### config.mk
export PLATFORM = sky130hd
export DESIGN_NAME = alu_seq_nb_flat
export DESIGN_NICKNAME = d
export VERILOG_FILES = /design/src/rtl/alu_seq_nb_if.sv /design/src/rtl/alu_seq_nb.sv /design/src/flat_wrapper.sv
export SDC_FILE = /design/constraint.sdc
export NUM_CORES = 1
export LEC_CHECK = 0
export CORE_AREA = 8 8 149 186
export DETAILED_ROUTE_END_ITERATION = 7
export DIE_AREA = 0 0 157 194
export GPL_TIMING_DRIVEN = 0
export PLACE_DENSITY = 0.65
export SLEW_MARGIN = 20
export SYNTH_ARGS = -nofsm -noshare
export SYNTH_HDL_FRONTEND = slang
export SYNTH_SLANG_ARGS = --single-unit
### constraint.sdc
create_clock -name clk -period 4.3 [get_ports clk]
set_input_delay 0.43 -clock clk [delete_from_list [all_inputs] [get_ports clk]]
set_output_delay 0.43 -clock clk [all_outputs]
set_load 0.01 [all_outputs]
### src/rtl/alu_seq_nb_if.sv
// Operation/result handshake bundle for alu_seq_nb.
// The producer side uses master and the ALU uses slave.
interface alu_seq_nb_if #(
  parameter int WIDTH = 16,
  parameter int SHW   = 4
);
  logic             in_valid;
  logic             in_ready;
  logic [3:0]       alu_f;
  logic             carry_mask;
  logic [3:0]       sf_in;
  logic [WIDTH-1:0] a;
  logic [WIDTH-1:0] b;
  logic [SHW-1:0]   shamt;
  logic             out_valid;
  logic             out_ready;
  logic [WIDTH-1:0] d;
  logic [3:0]       sf_out;
  logic             busy;

  modport master (
    output in_valid, alu_f, carry_mask, sf_in, a, b, shamt, out_ready,
    input  in_ready, out_valid, d, sf_out, busy
  );

  modport slave (
    input  in_valid, alu_f, carry_mask, sf_in, a, b, shamt, out_ready,
    output in_ready, out_valid, d, sf_out, busy
  );
endinterface

### src/rtl/alu_seq_nb.sv
// ALU with a valid/ready front end. Most opcodes finish in one cycle.
// Shifts by shamt>0 and multiply iterate one step per cycle.
module alu_seq_nb #(
  parameter int WIDTH = 16,
  parameter int SHW   = 4
) (
  input  logic         clk,
  input  logic         rst_n,
  alu_seq_nb_if.slave  bus
);
  typedef enum logic [1:0] {IDLE, ITER, HOLD} state_t;
  typedef enum logic [1:0] {OP_ROR, OP_ROL, OP_MUL} iop_t;
  localparam int CW = SHW + 1;

  state_t           state, state_nxt;
  iop_t             w_op;
  logic [WIDTH-1:0] d_q, w_d, w_lo, w_a;
  logic [3:0]       sf_q;
  logic             out_valid_q, w_c, w_cm, w_v;
  logic [CW-1:0]    cnt;
  logic             accept, is_iter, last, load;
  logic [WIDTH-1:0] r_d, s_d, s_lo, it_d, ld_d;
  logic [3:0]       r_sf, it_sf, ld_sf;
  logic [WIDTH:0]   sum, msum;
  logic             cin, r_c, r_v, s_c, ins;

  assign bus.in_ready  = (state == IDLE) & (~out_valid_q | bus.out_ready);
  assign bus.out_valid = out_valid_q;
  assign bus.d         = d_q;
  assign bus.sf_out    = sf_q;
  assign bus.busy      = (state == ITER);

  assign accept  = bus.in_valid & bus.in_ready;
  assign is_iter = (bus.alu_f == 4'hC) |
                   (((bus.alu_f == 4'hA) | (bus.alu_f == 4'hB)) & (bus.shamt != '0));
  assign last    = (state == ITER) & (cnt == CW'(1));
  assign load    = (accept & ~is_iter) | last;
  assign ld_d    = last ? it_d  : r_d;
  assign ld_sf   = last ? it_sf : r_sf;

  // Single-cycle result, computed straight from the presented operands.
  always_comb begin
    cin = bus.carry_mask & bus.sf_in[0];
    sum = '0;
    r_d = '0;
    r_c = bus.sf_in[0];
    r_v = bus.sf_in[1];
    case (bus.alu_f)
      4'h0: begin
        sum = {1'b0, bus.a} + {1'b0, bus.b} + {{WIDTH{1'b0}}, cin};
        r_d = sum[WIDTH-1:0];
        r_c = sum[WIDTH];
        r_v = (bus.a[WIDTH-1] == bus.b[WIDTH-1]) & (r_d[WIDTH-1] != bus.a[WIDTH-1]);
      end
      4'h1: r_d = bus.b + WIDTH'(1);
      4'h2: begin
        sum = {1'b0, bus.a} + {1'b0, ~bus.b} + {{WIDTH{1'b0}}, ~cin};
        r_d = sum[WIDTH-1:0];
        r_c = sum[WIDTH];
        r_v = (bus.a[WIDTH-1] != bus.b[WIDTH-1]) & (r_d[WIDTH-1] != bus.a[WIDTH-1]);
      end
      4'h3: r_d = bus.b - WIDTH'(1);
      4'h4: r_d = bus.a & bus.b;
      4'h5: r_d = bus.a | bus.b;
      4'h6: r_d = bus.a ^ bus.b;
      4'h7: r_d = bus.b;
      4'h8: r_d = {{(WIDTH-8){bus.b[7]}}, bus.b[7:0]};
      4'h9: r_d = {bus.b[WIDTH/2-1:0], bus.b[WIDTH-1:WIDTH/2]};
      4'hA, 4'hB: r_d = bus.b;
      default: r_d = '0;
    endcase
    r_sf = {r_d[WIDTH-1], r_d == '0, r_v, r_c};
    if ((bus.alu_f == 4'hA) | (bus.alu_f == 4'hB)) r_sf[3] = 1'b0;
    if (bus.alu_f == 4'hD) r_sf = '0;
    if ((bus.alu_f == 4'hE) | (bus.alu_f == 4'hF)) r_sf = bus.sf_in;
  end

  // One iteration step; for MUL, w_d is the high half and w_lo the multiplier.
  always_comb begin
    ins   = w_cm & w_c;
    s_d   = w_d;
    s_c   = w_c;
    s_lo  = w_lo;
    msum  = '0;
    case (w_op)
      OP_ROR: begin s_d = {ins, w_d[WIDTH-1:1]}; s_c = w_d[0]; end
      OP_ROL: begin s_d = {w_d[WIDTH-2:0], ins}; s_c = w_d[WIDTH-1]; end
      default: begin
        msum = {1'b0, w_d} + (w_lo[0] ? {1'b0, w_a} : '0);
        s_d  = msum[WIDTH:1];
        s_lo = {msum[0], w_lo[WIDTH-1:1]};
      end
    endcase
    if (w_op == OP_MUL) begin
      it_d  = s_lo;
      it_sf = {s_lo[WIDTH-1], s_lo == '0, 1'b0, |s_d};
    end else begin
      it_d  = s_d;
      it_sf = {1'b0, s_d == '0, w_v, s_c};
    end
  end

  always_ff @(posedge clk or negedge rst_n) begin
    if (!rst_n) state <= IDLE;
    else        state <= state_nxt;
  end

  always_comb begin
    state_nxt = state;
    case (state)
      IDLE: begin
        if (accept & is_iter)                  state_nxt = ITER;
        else if (out_valid_q & ~bus.out_ready) state_nxt = HOLD;
      end
      ITER:    if (last)          state_nxt = IDLE;
      HOLD:    if (bus.out_ready) state_nxt = IDLE;
      default: state_nxt = IDLE;
    endcase
  end

  always_ff @(posedge clk or negedge rst_n) begin
    if (!rst_n) begin
      out_valid_q <= 1'b0;
      d_q         <= '0;
      sf_q        <= '0;
      w_d         <= '0;
      w_lo        <= '0;
      w_a         <= '0;
      w_c         <= 1'b0;
      w_cm        <= 1'b0;
      w_v         <= 1'b0;
      w_op        <= OP_ROR;
      cnt         <= '0;
    end else begin
      if (out_valid_q & bus.out_ready) out_valid_q <= 1'b0;
      if (load) begin
        out_valid_q <= 1'b1;
        d_q         <= ld_d;
        sf_q        <= ld_sf;
      end
      if (accept & is_iter) begin
        w_d  <= (bus.alu_f == 4'hC) ? '0 : bus.b;
        w_lo <= bus.b;
        w_a  <= bus.a;
        w_c  <= bus.sf_in[0];
        w_cm <= bus.carry_mask;
        w_v  <= bus.sf_in[1];
        w_op <= (bus.alu_f == 4'hC) ? OP_MUL : ((bus.alu_f == 4'hA) ? OP_ROR : OP_ROL);
        cnt  <= (bus.alu_f == 4'hC) ? CW'(WIDTH) : {1'b0, bus.shamt};
      end else if (state == ITER) begin
        w_d  <= s_d;
        w_lo <= s_lo;
        w_c  <= s_c;
        cnt  <= cnt - CW'(1);
      end
    end
  end
endmodule

### src/flat_wrapper.sv
// flat-port wrapper written by rule: the top's interface ports become plain ports
module alu_seq_nb_flat 
#(
  parameter int WIDTH = 16,
  parameter int SHW   = 4
)
  (clk, rst_n, bus_in_valid, bus_alu_f, bus_carry_mask, bus_sf_in, bus_a, bus_b, bus_shamt, bus_out_ready, bus_in_ready, bus_out_valid, bus_d, bus_sf_out, bus_busy);
  alu_seq_nb_if #(.WIDTH(WIDTH), .SHW(SHW)) bus_i ();
  input  logic clk;
  input  logic rst_n;
  input wire logic [$bits(bus_i.in_valid)-1:0] bus_in_valid;
  input wire logic [$bits(bus_i.alu_f)-1:0] bus_alu_f;
  input wire logic [$bits(bus_i.carry_mask)-1:0] bus_carry_mask;
  input wire logic [$bits(bus_i.sf_in)-1:0] bus_sf_in;
  input wire logic [$bits(bus_i.a)-1:0] bus_a;
  input wire logic [$bits(bus_i.b)-1:0] bus_b;
  input wire logic [$bits(bus_i.shamt)-1:0] bus_shamt;
  input wire logic [$bits(bus_i.out_ready)-1:0] bus_out_ready;
  output wire logic [$bits(bus_i.in_ready)-1:0] bus_in_ready;
  output wire logic [$bits(bus_i.out_valid)-1:0] bus_out_valid;
  output wire logic [$bits(bus_i.d)-1:0] bus_d;
  output wire logic [$bits(bus_i.sf_out)-1:0] bus_sf_out;
  output wire logic [$bits(bus_i.busy)-1:0] bus_busy;
  assign bus_i.in_valid = bus_in_valid;
  assign bus_i.alu_f = bus_alu_f;
  assign bus_i.carry_mask = bus_carry_mask;
  assign bus_i.sf_in = bus_sf_in;
  assign bus_i.a = bus_a;
  assign bus_i.b = bus_b;
  assign bus_i.shamt = bus_shamt;
  assign bus_i.out_ready = bus_out_ready;
  assign bus_in_ready = bus_i.in_ready;
  assign bus_out_valid = bus_i.out_valid;
  assign bus_d = bus_i.d;
  assign bus_sf_out = bus_i.sf_out;
  assign bus_busy = bus_i.busy;
  alu_seq_nb #(.WIDTH(WIDTH), .SHW(SHW)) u_core (.clk(clk), .rst_n(rst_n), .bus(bus_i));
endmodule
Word-level counts from Yosys, hierarchy flattened
Index checks and enable logic that the tools add are counted. W data, S select, Z words.

Flip-flop bits (word level): 81. Latch bits: 0. Memory bits (writable): 0. Memory bits (read-only): 0. Bits of input ports: 49. Output and inout bits: 23. Memories kept: 0.

Add/subtract/negate cells: 8. Multiply operators: 0. Divide/modulo/power cells: 0. Order comparisons: 0. Eq/ne operators: 27. Shifts and indexed selects: 0. Multiplexer cells: 33. Bitwise logic cells: 25. Reductions and logical operators: 13.

Operators by type and width (number): $pmux W16 S10 (1); $mux W16 (9); $logic_not A16 Y1 (3); $add A16 B16 Y17 (2); $add A17 B1 Y17 (2); $eq A4 B4 Y1 const B (8); $pmux W16 S2 (1); $add A16 B17 Y17 (1); $add A16 B1 Y16 const B (1); $and A16 B16 Y16 (1); $eq A4 B3 Y1 const B (4); $mux W4 (4); $not A16 Y16 (1); $or A16 B16 Y16 (1); $reduce_or A16 Y1 (1); $sub A16 B1 Y16 const B (1); $xor A16 B16 Y16 (1); $mux W5 (3); $and A1 B1 Y1 (12); $mux W2 (5); $eq A4 B2 Y1 const B (2); $mux W1 (6); $pmux W1 S2 (3); $pmux W2 S3 (1); other kinds (19) (32).

Longest topological paths before layout
Gate-level depths: netlist (run 1).

Word-level depth: 9. Depth in mapped cells: 15. Gate-level depth less buffers: 14.

Worst setup path after synthesis (run 1)
No wires, ideal clock.

Path type: input to register. Start point: input port bus_b[7]. End point: register u_core.sf_q[2], in the netlist u_core.bus.sf_out[2]. Arrival: 3430 ps. Slack: 805 ps. Cell stages on the path: 14. Path buffers: 3. Path through: clkbuf_1 -> clkbuf_1 -> inv_1 -> ha_1 -> buf_4 -> nor2_1 -> a2111oi_4 -> o311ai_2 -> a31oi_1 -> o21ai_0 -> a2111oi_0 -> o211ai_1 -> nor4_1 -> a211o_1.

Longest elaborated chain between the ends: 8. Elaborated cells on any way between the ends: 15. Classes of those cells: add/sub (6); mux (4); bitwise (4); reduce/logical (1).

Ends and longest elaborated chain: start, declared (RTL line flat_wrapper.sv:16) `input wire logic [$bits(bus_i.b)-1:0] bus_b;`; $not A16 Y16 (RTL line alu_seq_nb.sv:57) `sum = {1'b0, bus.a} + {1'b0, ~bus.b} + {{WIDTH{1'b0}}, ~cin};`; $add A16 B16 Y17 (RTL line alu_seq_nb.sv:57); $add A17 B1 Y17 (RTL line alu_seq_nb.sv:57); $pmux W16 S10 (*) (RTL line alu_seq_nb.sv:48) `case (bus.alu_f)`; $logic_not A16 Y1 (*) (RTL line alu_seq_nb.sv:72) `r_sf = {r_d[WIDTH-1], r_d == '0, r_v, r_c};`; $mux W4 (*) (RTL line alu_seq_nb.sv:74) `if (bus.alu_f == 4'hD) r_sf = '0;`; $mux W4 (*) (RTL line alu_seq_nb.sv:75) `if ((bus.alu_f == 4'hE) | (bus.alu_f == 4'hF)) r_sf = bus.sf_in;`; $mux W4 (*) (RTL line alu_seq_nb.sv:39) `assign ld_sf = last ? it_sf : r_sf;`; end signal, assigned (RTL line alu_seq_nb.sv:139) `sf_q <= ld_sf;`; end, declared (RTL line alu_seq_nb.sv:18) `logic [3:0] sf_q;`.

Every way passes the cells marked *; elsewhere a longest branch is shown, timed or not. A chain may end at the register's enable or synchronous reset.

Worst setup path in the final report (run 1)
Start point: input port bus_b[6]. End point: register u_core.sf_q[3], in the netlist u_core.bus.sf_out[3].

Longest elaborated chain between the ends: 8. Elaborated cells on any way between the ends: 12. Classes of those cells: add/sub (6); mux (5); bitwise (1).

Ends and longest elaborated chain: $not A16 Y16 (RTL line alu_seq_nb.sv:57); $add A16 B16 Y17 (RTL line alu_seq_nb.sv:57); $add A17 B1 Y17 (RTL line alu_seq_nb.sv:57); $pmux W16 S10 (*) (RTL line alu_seq_nb.sv:48); $mux W1 (*) (RTL line alu_seq_nb.sv:73) `if ((bus.alu_f == 4'hA) | (bus.alu_f == 4'hB)) r_sf[3] = 1'b0;`; $mux W4 (*) (RTL line alu_seq_nb.sv:74); $mux W4 (*) (RTL line alu_seq_nb.sv:75); $mux W4 (*) (RTL line alu_seq_nb.sv:39).

Marked as above.

==> results.py, run 1 <==
metrics = {
    "timing": {
        "post-route-period-util_pct": 96.8,
        "hold_violations": 0,
        "worst_slew_pin_slew_ns": 1.08,
        "setup_violations": 0,
        "setup_ws_ns": 0.136,
        "slew_headroom_pct": 27.4,
        "rsz0062_at_grt": "false",
        "fin_crit_ns": 4.16,
        "slew_viol_final": 0,
        "clock_skew_ns": 0.00669,
        "fmax_ghz": 0.240,
    },
    "synth": {
        "synth_top_flop_cell": "dfrtp_1",
        "syn_area_per_cell_um2": 7.54,
        "synth_top_area_share_pct": 23.0,
        "yosysUniqueCellTypes": 82,
        "synth-edff-count": 0,
        "syn-cell-area_um2": 8800,
        "ys_async_sr_fraction_pct": 100,
        "syn_nets": 1287,
        "ys_seq_area_share_pct": 23.0,
        "synth_area_leader_cell": "dfrtp_1",
        "ys_seq_elements": 81,
        "synth.area.top_cells": "dfrtp_1 23%, ha_1 9.4%, o21ai_0 5.5%, a21oi_1 5.2%, nor2_1 4.7%",
        "syn_inst": 1167,
        "yosys_warnings": 0,
    },
    "clock_tree": {
        "cts-root-buf": "clkbuf_16",
        "numCtsBuffers": 9,
        "insertion_delay_ns": 0.34,
        "cts_buffer_depth": 2,
        "cts_tree": "built",
        "cts.clk_slew.worst_paths_ns": 0.06,
        "h-tree-depth": 3,
        "numClockSinks": 81,
    },
    "worst_setup_path": {
        "reg2reg_depth": 14,
        "critPathMaxFanout": 10,
        "ff2ff_setup_slack_ns": 0.32,
        "cp_data_required_time_ns": 4.53,
        "crit_path_end_kind": "flip-flop",
        "critPathKind": "in -> reg",
        "worstReg2RegEnd": "u_core.bus.sf_out[0]$_DFFE_PN0P_",
        "r2r_start": "u_core.w_lo[0]$_DFFE_PN0P_",
        "cp.arrival_ns": 4.39,
        "cp-start-kind": "input port",
    },
    "placement": {
        "io_buffers": 70,
        "dp_cells": 1573,
        "place_ws_ns": -1.13,
        "dp_hpwl_um": 30800,
        "place_congestion": 1.00,
    },
    "die": {
        "start_util_pct": 35.5,
        "core_area_um2": 24800,
        "die-area_um2": 30500,
        "rows": 65,
        "pin_count": 72,
        "die_height_um": 194,
        "die_w_um": 157,
    },
    "routing": {
        "wire_per_inst_um": 24.5,
        "wl_um": 39000,
        "vias": 9982,
        "drt_first_pass_iters": 8,
        "avgViaCountPerCell": 6.27,
        "drc": 5,
        "drt_iter0_drc": 1073,
        "ant_nets": 0,
    },
    "global_route": {
        "grt_pass1_wl_um": 58500,
        "first_global_vias": 9816,
        "grt-ovfl-total": 0,
        "grt_max_degree": 57,
        "grt_usage_pct": 25.2,
        "antenna_found_initial": 0,
    },
    "flow_run": {
        "maxCapViolCount": 0,
    },
    "outcome": {
        "violations": "design-rule violations",
        "status": "finished with violations",
    },
    "power": {
        "power_mw": 5.00,
        "powerDensity_nw_per_um2": 482,
        "vdd_drop_max_mv": 0.251,
        "power.leakage_nw": 4.47,
    },
    "cells_and_area": {
        "layout.cells.non_filler": 1592,
        "area_delta_synth_final_pct": 18.0,
        "layout-drive-gt1-share_pct": 7.24,
        "nNetsFinal": 1374,
        "antenna_cells": 0,
        "final_common_cell": "nor2_1",
        "final_cell_mix": "110 x nor2_1, 102 x nand2_1, 92 x o21ai_0, 90 x a21oi_1, 81 x dfrtp_1",
    },
    "hold_path": {
        "hold_path_class": "in -> async",
    },
}
[kinds of logic (layout without fill, tap and decap cells)]
family          Yosys count  in the layout  synth area share, %
simple gates            397            397                 21.9
compound gates          394            394                 30.4
buf+inv                 162            252                 7.37
flops                    81             81                 23.0
fa+ha+maj                71             71                 10.5
mux                      38             38                 4.35
xor+xnor                 24             24                 2.39
[final cells by class]
cell class / instances / area [µm²]
timing repair buffer: 76 / 766
sequential: 81 / 2030
buffer: 86 / 378
inverter: 76 / 285
multi-input combinational: 924 / 6240
clock buffer: 14 / 264
tap: 335 / 419
fill: 2592 / 14400
[synth_stat cells (all sizes together), types with 18 or more instances]
| master | n |
|---|---|
| a31oi | 20 |
| and2 | 23 |
| o21ai | 99 |
| mux2i | 36 |
| nand2 | 102 |
| inv | 76 |
| a21oi | 92 |
| dfrtp | 81 |
| ha | 66 |
| a211oi | 18 |
| nand3 | 27 |
| nor3 | 36 |
| nor2 | 111 |
| o211ai | 26 |
| nor4 | 19 |
| clkbuf | 47 |
| buf | 39 |
[metal layers]
metal  part of all wire (%)  global-route usage [%]  wire length, µm  vias to the layer above
li1                       -                       -                -                     4478
met1                     37                    28.7            14400                     4772
met2                     49                    43.2            19000                      582
met3                    7.5                    3.41             2920                      150
met4                    7.0                    16.3             2720                        0
met5                      0                       0                0                        -
[metrics by stage]
step	area [µm²]	hold WS (ns)	util, %	TNS [ns]
detailed placement	9940	0.374	40.1	-8.35
global route	10400	0.0280	41.8	0
global placement	9920	0.455	40.0	-21.19
CTS	10300	0.0136	41.4	0
floorplan	8800	0.134	-	0
finish	10400	0.0129	41.8	0
[critical path, cell delays in order]
cell,delay (ns)
clkdlybuf4s50_1,0.67
clkbuf_4,0.34
inv_1,0.17
ha_1,0.33
buf_4,0.17
nor2_2,0.09
a2111oi_4,0.37
o311ai_2,0.15
buf_4,0.19
a31oi_1,0.23
o2bb2ai_1,0.26
a21o_1,0.19
o211ai_1,0.08
o2111ai_1,0.20
nor2_1,0.14
a2111oi_2,0.38
[state kept, by name (all words and copies together), names as in the netlist]
signal                cells
u_core.bus.sf_out         4
u_core.bus.d             16
u_core.w_cm               1
u_core.bus.out_valid      1
u_core.w_v                1
u_core.w_op               2
u_core.cnt                5
u_core.state              2
u_core.w_a               16
u_core.w_d               16
u_core.w_c                1
u_core.w_lo              16
[what timing repair did]
| item | 4_1_cts | 5_1_grt |
|---|---|---|
| endpoints found under the setup margin | 11 | 8 |
| resized for setup | 10 | 28 |
| pin swaps | 1 | 0 |
| buffers inserted | 3 | 2 |
| hold buffers | 0 | 0 |
[how the worst max path moves through the flow]
stage	end	slack (ns)	from	cells past startpoint
global route	u_core.bus.sf_out[3]$_DFFE_PN0P_	0.01	bus_b[7]	17
floorplan	u_core.bus.sf_out[2]$_DFFE_PN0P_	0.81	bus_b[7]	14
detailed placement	u_core.bus.sf_out[2]$_DFFE_PN0P_	-1.13	bus_b[7]	15
CTS	u_core.bus.sf_out[2]$_DFFE_PN0P_	0.01	bus_b[7]	18
global placement	u_core.bus.sf_out[2]$_DFFE_PN0P_	-1.15	bus_b[7]	15
finish	u_core.bus.sf_out[3]$_DFFE_PN0P_	0.14	bus_b[6]	16
[power breakdown]
group          internal (mW)  total [mW]  switching (mW)  leakage (nW)
Combinational           1.13        2.84            1.71          3.34
Sequential              1.11        1.45           0.339          1.00
Clock                  0.417       0.713           0.295         0.129
Total                   2.65        5.00            2.35          4.47
No activity file was read; power rests on OpenSTA's default activity.
==> run 2: changes to the inputs <==
- GPL_TIMING_DRIVEN: 0 -> not set
==> run 2 against run 1 <==
Against the previous run: the run now ends clean; worst hold slack better by 0.089 ns; critical path depth shrank 3; die area is the same; clock-buffer cell count is the same; critical path type unchanged; largest power group unchanged; highest routed layer unchanged.
==> results.py, run 2 (synthesis gave the netlist of run 1 again) <==
metrics = {
    "clock_tree": {
        "numClockSinks": 81,
        "post_cts_resize_count": 0,
        "postCtsSetupRepairBufs": 0,
        "cts_buffer_depth": 2,
        "h-tree-depth": 3,
        "cts.clk_slew.worst_paths_ns": 0.06,
        "insertion_delay_ns": 0.34,
        "postCtsHoldBufs": 0,
        "cts-root-buf": "clkbuf_16",
        "numCtsBuffers": 9,
        "cts_tree": "built",
    },
    "die": {
        "pin_count": 72,
        "core_area_um2": 24800,
        "die_w_um": 157,
        "die-area_um2": 30500,
        "die_height_um": 194,
        "start_util_pct": 35.5,
        "rows": 65,
    },
    "global_route": {
        "grt-ovfl-total": 0,
        "grt_usage_pct": 22.3,
        "grt_max_degree": 62,
        "grt_pass1_wl_um": 53400,
        "antenna_found_initial": 0,
        "first_global_vias": 9316,
    },
    "cells_and_area": {
        "antenna_cells": 0,
        "ff_latch_area_um2": 2030,
        "final_common_cell": "nor2_1",
        "multi_input_area_um2": 6140,
        "utilization_pct": 41.6,
        "nNetsFinal": 1342,
        "final_cell_mix": "109 x nor2_1, 102 x nand2_1, 96 x o21ai_0, 91 x a21oi_1, 81 x dfrtp_1",
        "fillers": 2539,
        "layout-drive-gt1-share_pct": 8.72,
        "area_delta_synth_final_pct": 17.3,
    },
    "routing": {
        "ant_nets": 0,
        "drt_iter0_drc": 1142,
        "drt_first_pass_iters": 6,
        "vias": 9451,
        "drc": 0,
        "wire_per_inst_um": 21.9,
        "avgViaCountPerCell": 6.05,
        "wl_um": 34200,
    },
    "timing": {
        "setup_violations": 0,
        "clock_skew_ns": 0.00398,
        "setup_ws_ns": 0.248,
        "post-route-period-util_pct": 94.2,
        "worst_slew_pin_slew_ns": 1.05,
        "rsz0062_at_grt": "false",
        "fin_crit_ns": 4.05,
        "slew_headroom_pct": 29.8,
        "hold_violations": 0,
        "fmax_ghz": 0.247,
        "final.setup.tns_ns": 0,
        "slew_viol_final": 0,
    },
    "power": {
        "vdd_drop_max_mv": 0.256,
        "power.leakage_nw": 4.53,
        "powerDensity_nw_per_um2": 481,
    },
    "worst_setup_path": {
        "cp.arrival_ns": 4.33,
        "crit_path_end_kind": "flip-flop",
        "critPathKind": "in -> reg",
        "cp_data_required_time_ns": 4.58,
        "critPathMaxFanout": 9,
        "ff2ff_setup_slack_ns": 0.50,
        "cp-start-kind": "input port",
    },
    "placement": {
        "place_congestion": 1.01,
        "dp_hpwl_um": 26700,
        "io_buffers": 71,
        "place_ws_ns": 0.0287,
    },
    "outcome": {
        "status": "finished, final reports clean",
    },
    "hold_path": {
        "hold_path_class": "in -> async",
    },
    "flow_run": {
        "maxCapViolCount": 0,
    },
}
run 2: cell count changes in the layout (fill, tap and decap cells not counted), sizes merged:
cell           delta
buf              +15
bufinv            +1
clkbuf           -47
clkdlybuf4s50     +1
clkinv            +1
dlymetal6s2s      -1
run 2: cell type report:
class                      count  area share (%)
clock inverter                 2           0.339
inverter                      76            2.76
sequential                    81            19.6
clock buffer                  14            2.65
multi-input combinational    924            59.5
timing repair buffer         130            11.1
tap                          335            4.06
run 2: critical path, stage by stage:
cell	delay (ns)
clkdlybuf4s50_1	0.51
inv_1	0.09
ha_1	0.42
o21ai_0	0.17
o21ai_0	0.56
a2111oi_2	0.21
o41ai_1	0.68
a31o_2	0.29
o211ai_1	0.10
o211ai_1	0.13
o2111ai_1	0.19
nor4_1	0.38
a211o_1	0.18
run 2: path summary, 6_finish.rpt:
check / start / depth (start not counted) / endpoint
worst max-delay path: bus_a[2] / 13 / u_core.bus.sf_out[2]$_DFFE_PN0P_
worst min-delay path: rst_n / 1 / u_core.state[1]$_DFFE_PN0P_
worst max register to register: u_core.w_lo[0]$_DFFE_PN0P_ / 13 / u_core.bus.sf_out[0]$_DFFE_PN0P_
worst min register to register: u_core.state[0]$_DFFE_PN0P_ / 1 / u_core.state[1]$_DFFE_PN0P_
max in group asynchronous: rst_n / 2 / u_core.w_d[14]$_DFFE_PN0P_
min in group clk: u_core.state[0]$_DFFE_PN0P_ / 1 / u_core.state[1]$_DFFE_PN0P_
run 2: routing by layer:
| metal | wire length (µm) | vias to the layer above | GRT usage (%) |
|---|---|---|---|
| li1 | - | 4408 | - |
| met4 | 1740 | 0 | 12.4 |
| met2 | 16900 | 429 | 38.2 |
| met1 | 13200 | 4517 | 25.8 |
| met5 | 0 | - | 0 |
| met3 | 2380 | 97 | 3.93 |
run 2: per-stage QoR:
stage / power, mW / hold slack [ns] / std cells / area [µm²]
finish: 4.97 / 0.102 / 1562 / 10300
floorplan: 3.11 / 0.134 / 1167 / 8800
detailed placement: 4.14 / 0.452 / 1546 / 10000
CTS: 4.94 / 0.113 / 1562 / 10300
global route: 5.33 / 0.146 / 1562 / 10300
global placement: 4.10 / 0.460 / 1546 / 10000
run 2: where the power goes:
group / internal, mW / switching (mW)
combinational: 1.15 / 1.54
sequential: 1.11 / 0.374
clock: 0.497 / 0.300
total: 2.75 / 2.22
==> RTL change (flow settings as in run 2) <==
Remove the case item `4'h3` of the case on `bus.alu_f`.
--- a/src/rtl/alu_seq_nb.sv
+++ b/src/rtl/alu_seq_nb.sv
@@ -59,7 +59,6 @@
         r_c = sum[WIDTH];
         r_v = (bus.a[WIDTH-1] != bus.b[WIDTH-1]) & (r_d[WIDTH-1] != bus.a[WIDTH-1]);
       end
-      4'h3: r_d = bus.b - WIDTH'(1);
       4'h4: r_d = bus.a & bus.b;
       4'h5: r_d = bus.a | bus.b;
       4'h6: r_d = bus.a ^ bus.b;
Check against the original RTL: not equivalent (Yosys sat finds a counterexample within 4 cycles, from zero or initial values and one cycle with rst_n low).
==> RTL change against run 2 <==
  * The flow now finishes with violations (design-rule violations)
  * Fmax rose by 5.2%
  * Area after synthesis fell by 2.7%
  * Global-route usage fell by 1.0 points
  * Final area fell by 2.1%
  * Routed wire length fell by 4.5%
  * Worst setup slack improved by 0.20 ns
  * Combinational power rose by 9.7%
  * Power rose by 5.5%
  * Sequential cell count did not move
  * Die area did not move
  * Clock skew barely moved
  * Synthesized cell count fell by 4.8%
  * Largest power group unchanged
==> RTL change: results (changes against run 2) <==
Synthesis
  – Post-Synthesis Cells: 1111 (-4.8%)
  – Ys flop type: dfrtp_1
  – Adder-Cell Fraction of Synth Area: 10.8% (+0.30 points)
  – Mux cell area share after synthesis: 3.54% (-0.81 points)
  – Post-synth net total: 1231 (-4.4%)
  – Largest cells by area after synthesis: dfrtp_1 24%, ha_1 9.6%, o21ai_0 5.5%
  – Most frequent cells after synthesis: 94 x nor2_1, 94 x o21ai_0, 88 x nand2_1
  – Synth Area in Compound Gates: 31.9% (+1.5 points)
  – Xor and xnor area share after synthesis: 1.53% (-0.85 points)
  – Sequential fraction of the synthesis area: 23.7% (+0.65 points)
  – Netlist cell types: 85 (+3.7%)

Place
  – Dpl cells: 1486 (-3.9%)
  – Routability Congestion: 0.941 (-7.0%)
  – PortBufs: 71 (unchanged)
  – Dpl ws: 0.155 ns (+0.126 ns)
  – Post-DP HPWL: 26.0 mm (-2.8%)

Setup path
  – Worst path arrival time: 4.07 ns (-0.26 ns)
  – Crit-path max cell delay: 0.62 ns (-0.06 ns)
  – Slowest cell on the critical path: o41ai_1
  – Critical-path maximum fanout: 3 (-6)

Clocking
  – Post-CTS setup buffers: 0 (unchanged)
  – Clk buf depth: 2 (unchanged)
  – H-tree depth: 3 (unchanged)
  – Clk_lat worst skew: 0.34 ns (about the same)
  – Post-CTS sizing: 0 (unchanged)
  – Clock Tree Root: clkbuf_16
  – CTS Buf Count: 9 (unchanged)

GRT
  – Vias in the first global route: 8919 (-4.3%)
  – Initial antenna violation count: 0 (unchanged)
  – Pin count of the biggest net entering global routing: 56 (-9.7%)
  – GR Util All Layers: 21.3% (-1.0 points)
  – First-pass GRT wire length: 50.9 mm (-4.7%)

Pwr
  – Switching power total: 2.39 mW (+7.6%)
  – Peak VDD IR: 0.213 mV (-17%)
  – P_leak: 4.32 nW (-4.7%)

Route
  – Final wirelength: 32.7 mm (-4.5%)
  – DR iter-0 viols: 1031 (-9.7%)
  – WL/cell: 21.8 um (-0.68%)
  – DRC: 3 (+3)
  – Vias per Instance: 5.98 (-1.1%)
  – DRT Pass-1 Iters: 8 (+2)

Final layout
  – Layout Nets: 1282 (-4.5%)
  – Antenna Diode Count: 0 (unchanged)
  – Layout cells sized above 1: 8.48% (-0.24 points)

STA
  – Final setup skew: 0.00361 ns (-0.000362 ns)
  – Relative slew slack: 29.1% (-0.78 points)

Run status
  – Status: finished with violations
  – Failing checks: design-rule violations
-- RTL change: changes by cell type in the layout (fill, tap and decap cells not counted), moves of 8 or more --
cell,change
nor3_1,-15
mux2i_1,-8
nand2b_1,+11
buf_4,-13
o21ai_1,+8
nor2_1,-17
nand2_1,-14
a21oi_1,-26
-- RTL change: final timing paths --
path	start	endpoint	slack, ns	cells past startpoint
worst max-delay path	bus_carry_mask	u_core.bus.d[14]$_DFFE_PN0P_	0.45	13
worst min-delay path	rst_n	u_core.state[1]$_DFFE_PN0P_	0.05	1
worst max register to register	u_core.w_lo[0]$_DFFE_PN0P_	u_core.bus.sf_out[0]$_DFFE_PN0P_	0.57	12
worst min register to register	u_core.state[0]$_DFFE_PN0P_	u_core.state[1]$_DFFE_PN0P_	0.47	1
max in group asynchronous	rst_n	u_core.bus.d[11]$_DFFE_PN0P_	3.27	2
min in group clk	u_core.state[0]$_DFFE_PN0P_	u_core.state[1]$_DFFE_PN0P_	0.47	1
-- RTL change: worst register-to-register path, cell delays in order (launching register included) --
cell and delay [ns]:
dfrtp_1 0.39, buf_4 0.20, and2_1 0.17, ha_1 0.35, nor2b_1 0.16, o31a_1 0.30
o21ai_1 0.27, a311oi_1 0.21, nor4_1 0.39, nand4_1 0.23, nor4_1 0.47, nand2b_1 0.11
a311o_1 0.36
-- RTL change: power groups by stage --
stage	clock network (mW)	logic (mW)	registers [mW]
2_1_floorplan	0	1.93	1.37
3_3_place_gp	0	2.88	1.48
3_5_place_dp	0	2.91	1.48
4_1_cts	0.820	2.93	1.47
5_1_grt	0.845	3.26	1.51
6_report	0.810	2.95	1.48
-- RTL change: cell families (layout without fill, tap and decap cells) --
family / after synthesis / count (layout)
compound gates: 390 / 390
xor+xnor: 15 / 15
fa+ha+maj: 71 / 71
buf+inv: 160 / 216
flops: 81 / 81
mux: 30 / 30
simple gates: 364 / 364
-- RTL change: through the flow --
step | cell area (um2) | utilization (%)
after CTS | 10100 | 40.7
after detailed placement | 9790 | 39.5
after global placement | 9790 | 39.5
after global routing | 10100 | 40.8
final | 10100 | 40.8
after floorplan | 8560 | -
-- RTL change: cell type report --
class / instances / area (um2)
Clock buffer: 12 / 267
Multi-Input combinational cell: 870 / 5930
Fill cell: 2530 / 14700
Clock inverter: 4 / 48.8
Inverter: 80 / 300
Sequential cell: 81 / 2030
Tap cell: 335 / 419
Timing Repair Buffer: 120 / 1110
-- RTL change: per-layer routing --
layer / wire length [um] / vias to the layer above / track usage (%)
met4: 1860 / 0 / 11.9
met2: 16200 / 356 / 37.1
li1: - / 4243 / -
met3: 1880 / 103 / 3.21
met1: 12800 / 4284 / 24.4
met5: 0 / - / 0
